[config.mk]
export PLATFORM = sky130hd
export DESIGN_NAME = button_gesture
export DESIGN_NICKNAME = d
export VERILOG_FILES = /design/src/rtl/button_gesture_pkg.sv /design/src/rtl/button_gesture_timer.sv /design/src/rtl/button_gesture.sv
export SDC_FILE = /design/constraint.sdc
export NUM_CORES = 1
export LEC_CHECK = 0
export ABC_AREA = 0
export BUFFER_PORTS_ARGS = -buffer_cell sky130_fd_sc_hd__buf_2
export CAP_MARGIN = 20
export CORE_MARGIN = 1
export CORE_UTILIZATION = 45
export DETAILED_ROUTE_END_ITERATION = 12
export GPL_TIMING_DRIVEN = 0
export PLACE_DENSITY = 0.66
export SYNTH_ARGS = -nofsm -noshare
export SYNTH_HDL_FRONTEND = slang
export SYNTH_SLANG_ARGS = --single-unit
[constraint.sdc]
create_clock -name clk -period 5.5 [get_ports clk]
set_input_delay 0.55 -clock clk [delete_from_list [all_inputs] [get_ports clk]]
set_output_delay 0.55 -clock clk [all_outputs]
set_load 0.01 [all_outputs]
[src/rtl/button_gesture_pkg.sv]
// rtl/button_gesture_pkg.sv - shared state encoding and counter sizing for button_gesture
package button_gesture_pkg;

  typedef enum logic [2:0] {
    IDLE   = 3'd0,
    PRESS1 = 3'd1,
    HELD   = 3'd2,
    GAP    = 3'd3,
    PRESS2 = 3'd4
  } gesture_state_t;

  // One counter serves every timed state, so it must reach the largest threshold.
  function automatic int gesture_cnt_width(input int long_c, input int gap_c, input int rep_c);
    int m;
    m = long_c;
    if (gap_c > m) m = gap_c;
    if (rep_c > m) m = rep_c;
    return $clog2(m + 1);
  endfunction

endpackage

[src/rtl/button_gesture_timer.sv]
// rtl/button_gesture_timer.sv - gesture_timer: sync-clear saturating up-counter
module gesture_timer #(
  parameter int W = 4
) (
  input  logic         clk,
  input  logic         rst,
  input  logic         clr_i,
  output logic [W-1:0] count_o
);

  logic [W-1:0] count_q, count_d;

  always_comb begin
    count_d = count_q;
    if (clr_i) begin
      count_d = '0;
    end else if (count_q != {W{1'b1}}) begin
      count_d = count_q + 1'b1;
    end
  end

  always_ff @(posedge clk or posedge rst) begin
    if (rst) begin
      count_q <= '0;
    end else begin
      count_q <= count_d;
    end
  end

  assign count_o = count_q;

endmodule

[src/rtl/button_gesture.sv]
// rtl/button_gesture.sv - short/long/double press classifier; BUTTON_GESTURE_REPEAT_EN adds long_press auto-repeat
module button_gesture
  import button_gesture_pkg::*;
#(
  parameter logic PRESSED_LEVEL     = 1'b0,
  parameter int   LONG_CYCLES       = 5000000,
  parameter int   DOUBLE_GAP_CYCLES = 2500000,
  parameter int   REPEAT_CYCLES     = 1000000
) (
  input  logic clk,
  input  logic rst,
  input  logic in,
  output logic pressed,
  output logic short_press,
  output logic long_press,
  output logic double_press,
  output logic busy
);

  localparam int CNT_W = gesture_cnt_width(LONG_CYCLES, DOUBLE_GAP_CYCLES, REPEAT_CYCLES);

  gesture_state_t state_q, state_d;
  logic             armed_q;
  logic             pressed_q, short_q, long_q, double_q;
  logic             short_d, long_d, double_d;
  logic             repeat_hit;
  logic             is_pressed;
  logic             clr;
  logic [CNT_W-1:0] count;

  assign is_pressed = (in == PRESSED_LEVEL);

  // Releases and presses win over timer thresholds hit in the same cycle.
  always_comb begin
    state_d    = state_q;
    short_d    = 1'b0;
    long_d     = 1'b0;
    double_d   = 1'b0;
    repeat_hit = 1'b0;
    case (state_q)
      IDLE: begin
        if (armed_q && is_pressed) state_d = PRESS1;
      end
      PRESS1: begin
        if (!is_pressed) begin
          state_d = GAP;
        end else if (count == CNT_W'(LONG_CYCLES - 1)) begin
          long_d  = 1'b1;
          state_d = HELD;
        end
      end
      HELD: begin
        if (!is_pressed) begin
          state_d = IDLE;
        end
`ifdef BUTTON_GESTURE_REPEAT_EN
        else if (count == CNT_W'(REPEAT_CYCLES - 1)) begin
          long_d     = 1'b1;
          repeat_hit = 1'b1;
        end
`endif
      end
      GAP: begin
        if (is_pressed) begin
          state_d = PRESS2;
        end else if (count == CNT_W'(DOUBLE_GAP_CYCLES - 1)) begin
          short_d = 1'b1;
          state_d = IDLE;
        end
      end
      PRESS2: begin
        if (!is_pressed) begin
          double_d = 1'b1;
          state_d  = IDLE;
        end
      end
      default: state_d = IDLE;
    endcase
  end

  assign clr = (state_d != state_q) || repeat_hit;

  gesture_timer #(.W(CNT_W)) u_timer (
    .clk     (clk),
    .rst     (rst),
    .clr_i   (clr),
    .count_o (count)
  );

  // A button held across reset stays ignored until it is seen released once.
  always_ff @(posedge clk or posedge rst) begin
    if (rst) begin
      state_q   <= IDLE;
      armed_q   <= 1'b0;
      pressed_q <= 1'b0;
      short_q   <= 1'b0;
      long_q    <= 1'b0;
      double_q  <= 1'b0;
    end else begin
      state_q   <= state_d;
      armed_q   <= armed_q | ~is_pressed;
      pressed_q <= is_pressed;
      short_q   <= short_d;
      long_q    <= long_d;
      double_q  <= double_d;
    end
  end

  assign pressed      = pressed_q;
  assign short_press  = short_q;
  assign long_press   = long_q;
  assign double_press = double_q;
  assign busy         = (state_q != IDLE);

endmodule

==> metrics <==
vias per cell 5.94; async set-reset flop share out of synthesis 1.00; Skew-Pair Late Insertion Delay 0.28 ns; Sink Count 31; DIE HEIGHT 67.7 microns; CP Class register to register; Crit path largest cell delay 0.78 ns; routability congestion estimate 0.905; Diodes inserted 0; first-pass GRT wire length 7.31 mm; slew margin rel. 0.432; Slew Viols, Final 0; Setup violations, final 0; Worst-Margin Slew 0.830 ns; Leakage 0.803 nW; Synth Flop Type dfrtp_1; PortBufs 6; dominant cell type by area after synthesis dfrtp_1; FMAX 394 MHz; gr ovfl total 0; synthesized cell area 1940 sq um; vias in the first global route 1472; commonest non-fill, non-tap cell in the layout dfrtp_1; post-synthesis cell count 188; clock network power share 0.233; Gate power share 0.418; via count 1502; Post-synth EDFFs 0; drt first pass iters 4; syn_nets 192; first-iteration detailed-routing DRC count 124; root buffer cell clkbuf_8; Max-cap violations 0; # H-tree levels 2; I/O pins 8; Clock Skews 0.00393 ns; syn avg cell area 10.3 sq um; core area 4060 sq um; CTS clk-pin slew, worst paths 0.07 ns; GR peak layer met2; die width 67.7 microns; sequential-to-total area share from yosys stat 0.400; # rows 23; met3 Usage GRT 0.0541; r2r endpoint u_timer.count_o[20]; final hold vios 0; Overall Global Routing Usage 0.219; Seq pwr share 0.349; Layout Area Growth over Synthesis 10.4%; DIE AREA 4580 sq um; r2r startpoint u_timer.count_o[0]; RSZ-0062 raised after global routing no; setup TNS 0 ns; Worst Setup Start Kind register; Slowest-stage cell, CP nor4_2; met2 Resource Use GR 0.342; antenna viol nets, final 0; Synth area leaders dfrtp_1 40%, nor3_2 10%, xnor2_1 8.1%; critical path, cell by cell ha_1 -> nand4_1 -> nor4_2 -> buf_2 -> a31oi_1 -> a31oi_1 -> nor3_2; Residual DRC 0; initial core utilization 0.478; layout cells sized above 1 0.246; Worst Reg-to-Reg Cells 7; maximum vdd drop 269 uV; setup bufs post-CTS 0; Power Internal 0.000441 W; hold_ws 0.354 ns; fillcell total 351; Routed WL 4.16 mm; Register Area 776 sq um; Worst Hold Class input port to asynchronous set/reset pin; Yosys reg bits 31; TritonCTS Buffers 5; Sw Pwr 0.000306 W; CTS tree done; switching share of power 0.409; area of the multi-input gates 1060 sq um; post-synth top area share 0.400; Final period util 0.461; Arr. time, crit path 2.71 ns; pwr dens 349 nW/um^2; R2R setup slack 2.96 ns; count of cell types in the netlist 41; dpl hpwl 3.09 mm; most used cell along the critical path a31oi_1; Crit. End Element register; fin crit period 2.54 ns; WL/cell 16.4 microns; CP required 5.67 ns; met1 Use GR 0.288; Max Root-Sink Buffers 2; worst-path fanout max 10; pin count of the biggest net entering global routing 18; post_cts resized 0; fin nets 206; CTS Hold Buffers Added 0; warnings from Yosys 0; initial antenna violation count 0; Final Util 0.528; status complete, no violations; most frequent cells in the layout 31 x dfrtp_1, 20 x nor3_2, 18 x xnor2_1
-- how the worst max path moves through the flow --
stage,cells after the start,end,from
5_1_grt,7,u_timer.count_o[20],u_timer.count_o[0]
2_1_floorplan,6,u_timer.count_o[20],u_timer.count_o[9]
3_3_place_gp,7,u_timer.count_o[20],u_timer.count_o[0]
3_5_place_dp,7,u_timer.count_o[20],u_timer.count_o[0]
4_1_cts,7,u_timer.count_o[4],u_timer.count_o[0]
6_report,7,u_timer.count_o[20],u_timer.count_o[0]
-- per-stage QoR --
stage          instance area, sq um  instances  power [W]  setup WS (ns)
6_report                       2140        253   0.000747           2.96
5_1_grt                        2140        253   0.000797           2.79
4_1_cts                        2140        253   0.000753           2.99
3_5_place_dp                   2060        245   0.000579           2.99
3_3_place_gp                   2030        244   0.000566           3.01
2_1_floorplan                  1940        188   0.000514           3.41
-- routing by layer --
layer,vias up,part of all wire
met5,-,0
met4,0,0.019
met3,9,0.043
met2,42,0.49
met1,730,0.45
li1,721,-
-- flip-flops by register name (all words and copies together) (netlist names) --
register / count
u_timer.count_o: 23
state_q: 3
armed_q: 1
double_press: 1
long_press: 1
pressed: 1
short_press: 1
-- power by group through the flow --
| stage | registers, W | clock network [W] | logic (W) |
|---|---|---|---|
| 2_1_floorplan | 0.000260 | 0 | 0.000254 |
| 3_3_place_gp | 0.000264 | 0 | 0.000302 |
| 3_5_place_dp | 0.000265 | 0 | 0.000314 |
| 4_1_cts | 0.000261 | 0.000177 | 0.000316 |
| 5_1_grt | 0.000264 | 0.000187 | 0.000346 |
| 6_report | 0.000261 | 0.000174 | 0.000312 |
-- cells by family after synthesis --
group / synth area share
flops: 0.400
xor+xnor: 0.0903
simple gates: 0.334
compound gates: 0.108
buf+inv: 0.0510
fa+ha+maj: 0.0116
mux: 0.00516
-- cells in the mapped netlist (all sizes together) (2+ instances only) --
cell	instances
nand3b	2
clkbuf	3
a2111oi	2
a31oi	4
xor2	2
nand2	13
nor3	28
nand4	9
nand4b	4
buf	8
nand3	6
xnor2	18
dfrtp	31
and4	2
a211oi	6
a41oi	2
or4	3
a21oi	9
inv	6
nor4	6
nor2	10
nor2b	2
-- critical path: cells and delay by family, from the launching register on --
family	cells	cell delay, ns
AND/OR/NAND/NOR	3	0.98
buffers and inverters	1	0.36
adder cells (fa/ha/maj)	1	0.32
flip-flops	1	0.43
AO/OA/AOI/OAI	2	0.32
-- layout make-up --
type | instances | area share
Clock inverter | 1 | 0.00234
Inverter | 6 | 0.0105
Tap cell | 50 | 0.0292
Clock buffer | 7 | 0.0357
Multi-Input combinational cell | 140 | 0.497
Sequential cell | 31 | 0.362
Timing Repair Buffer | 7 | 0.0269
Buffer | 11 | 0.0357
Power figures use the tool's default switching activity.
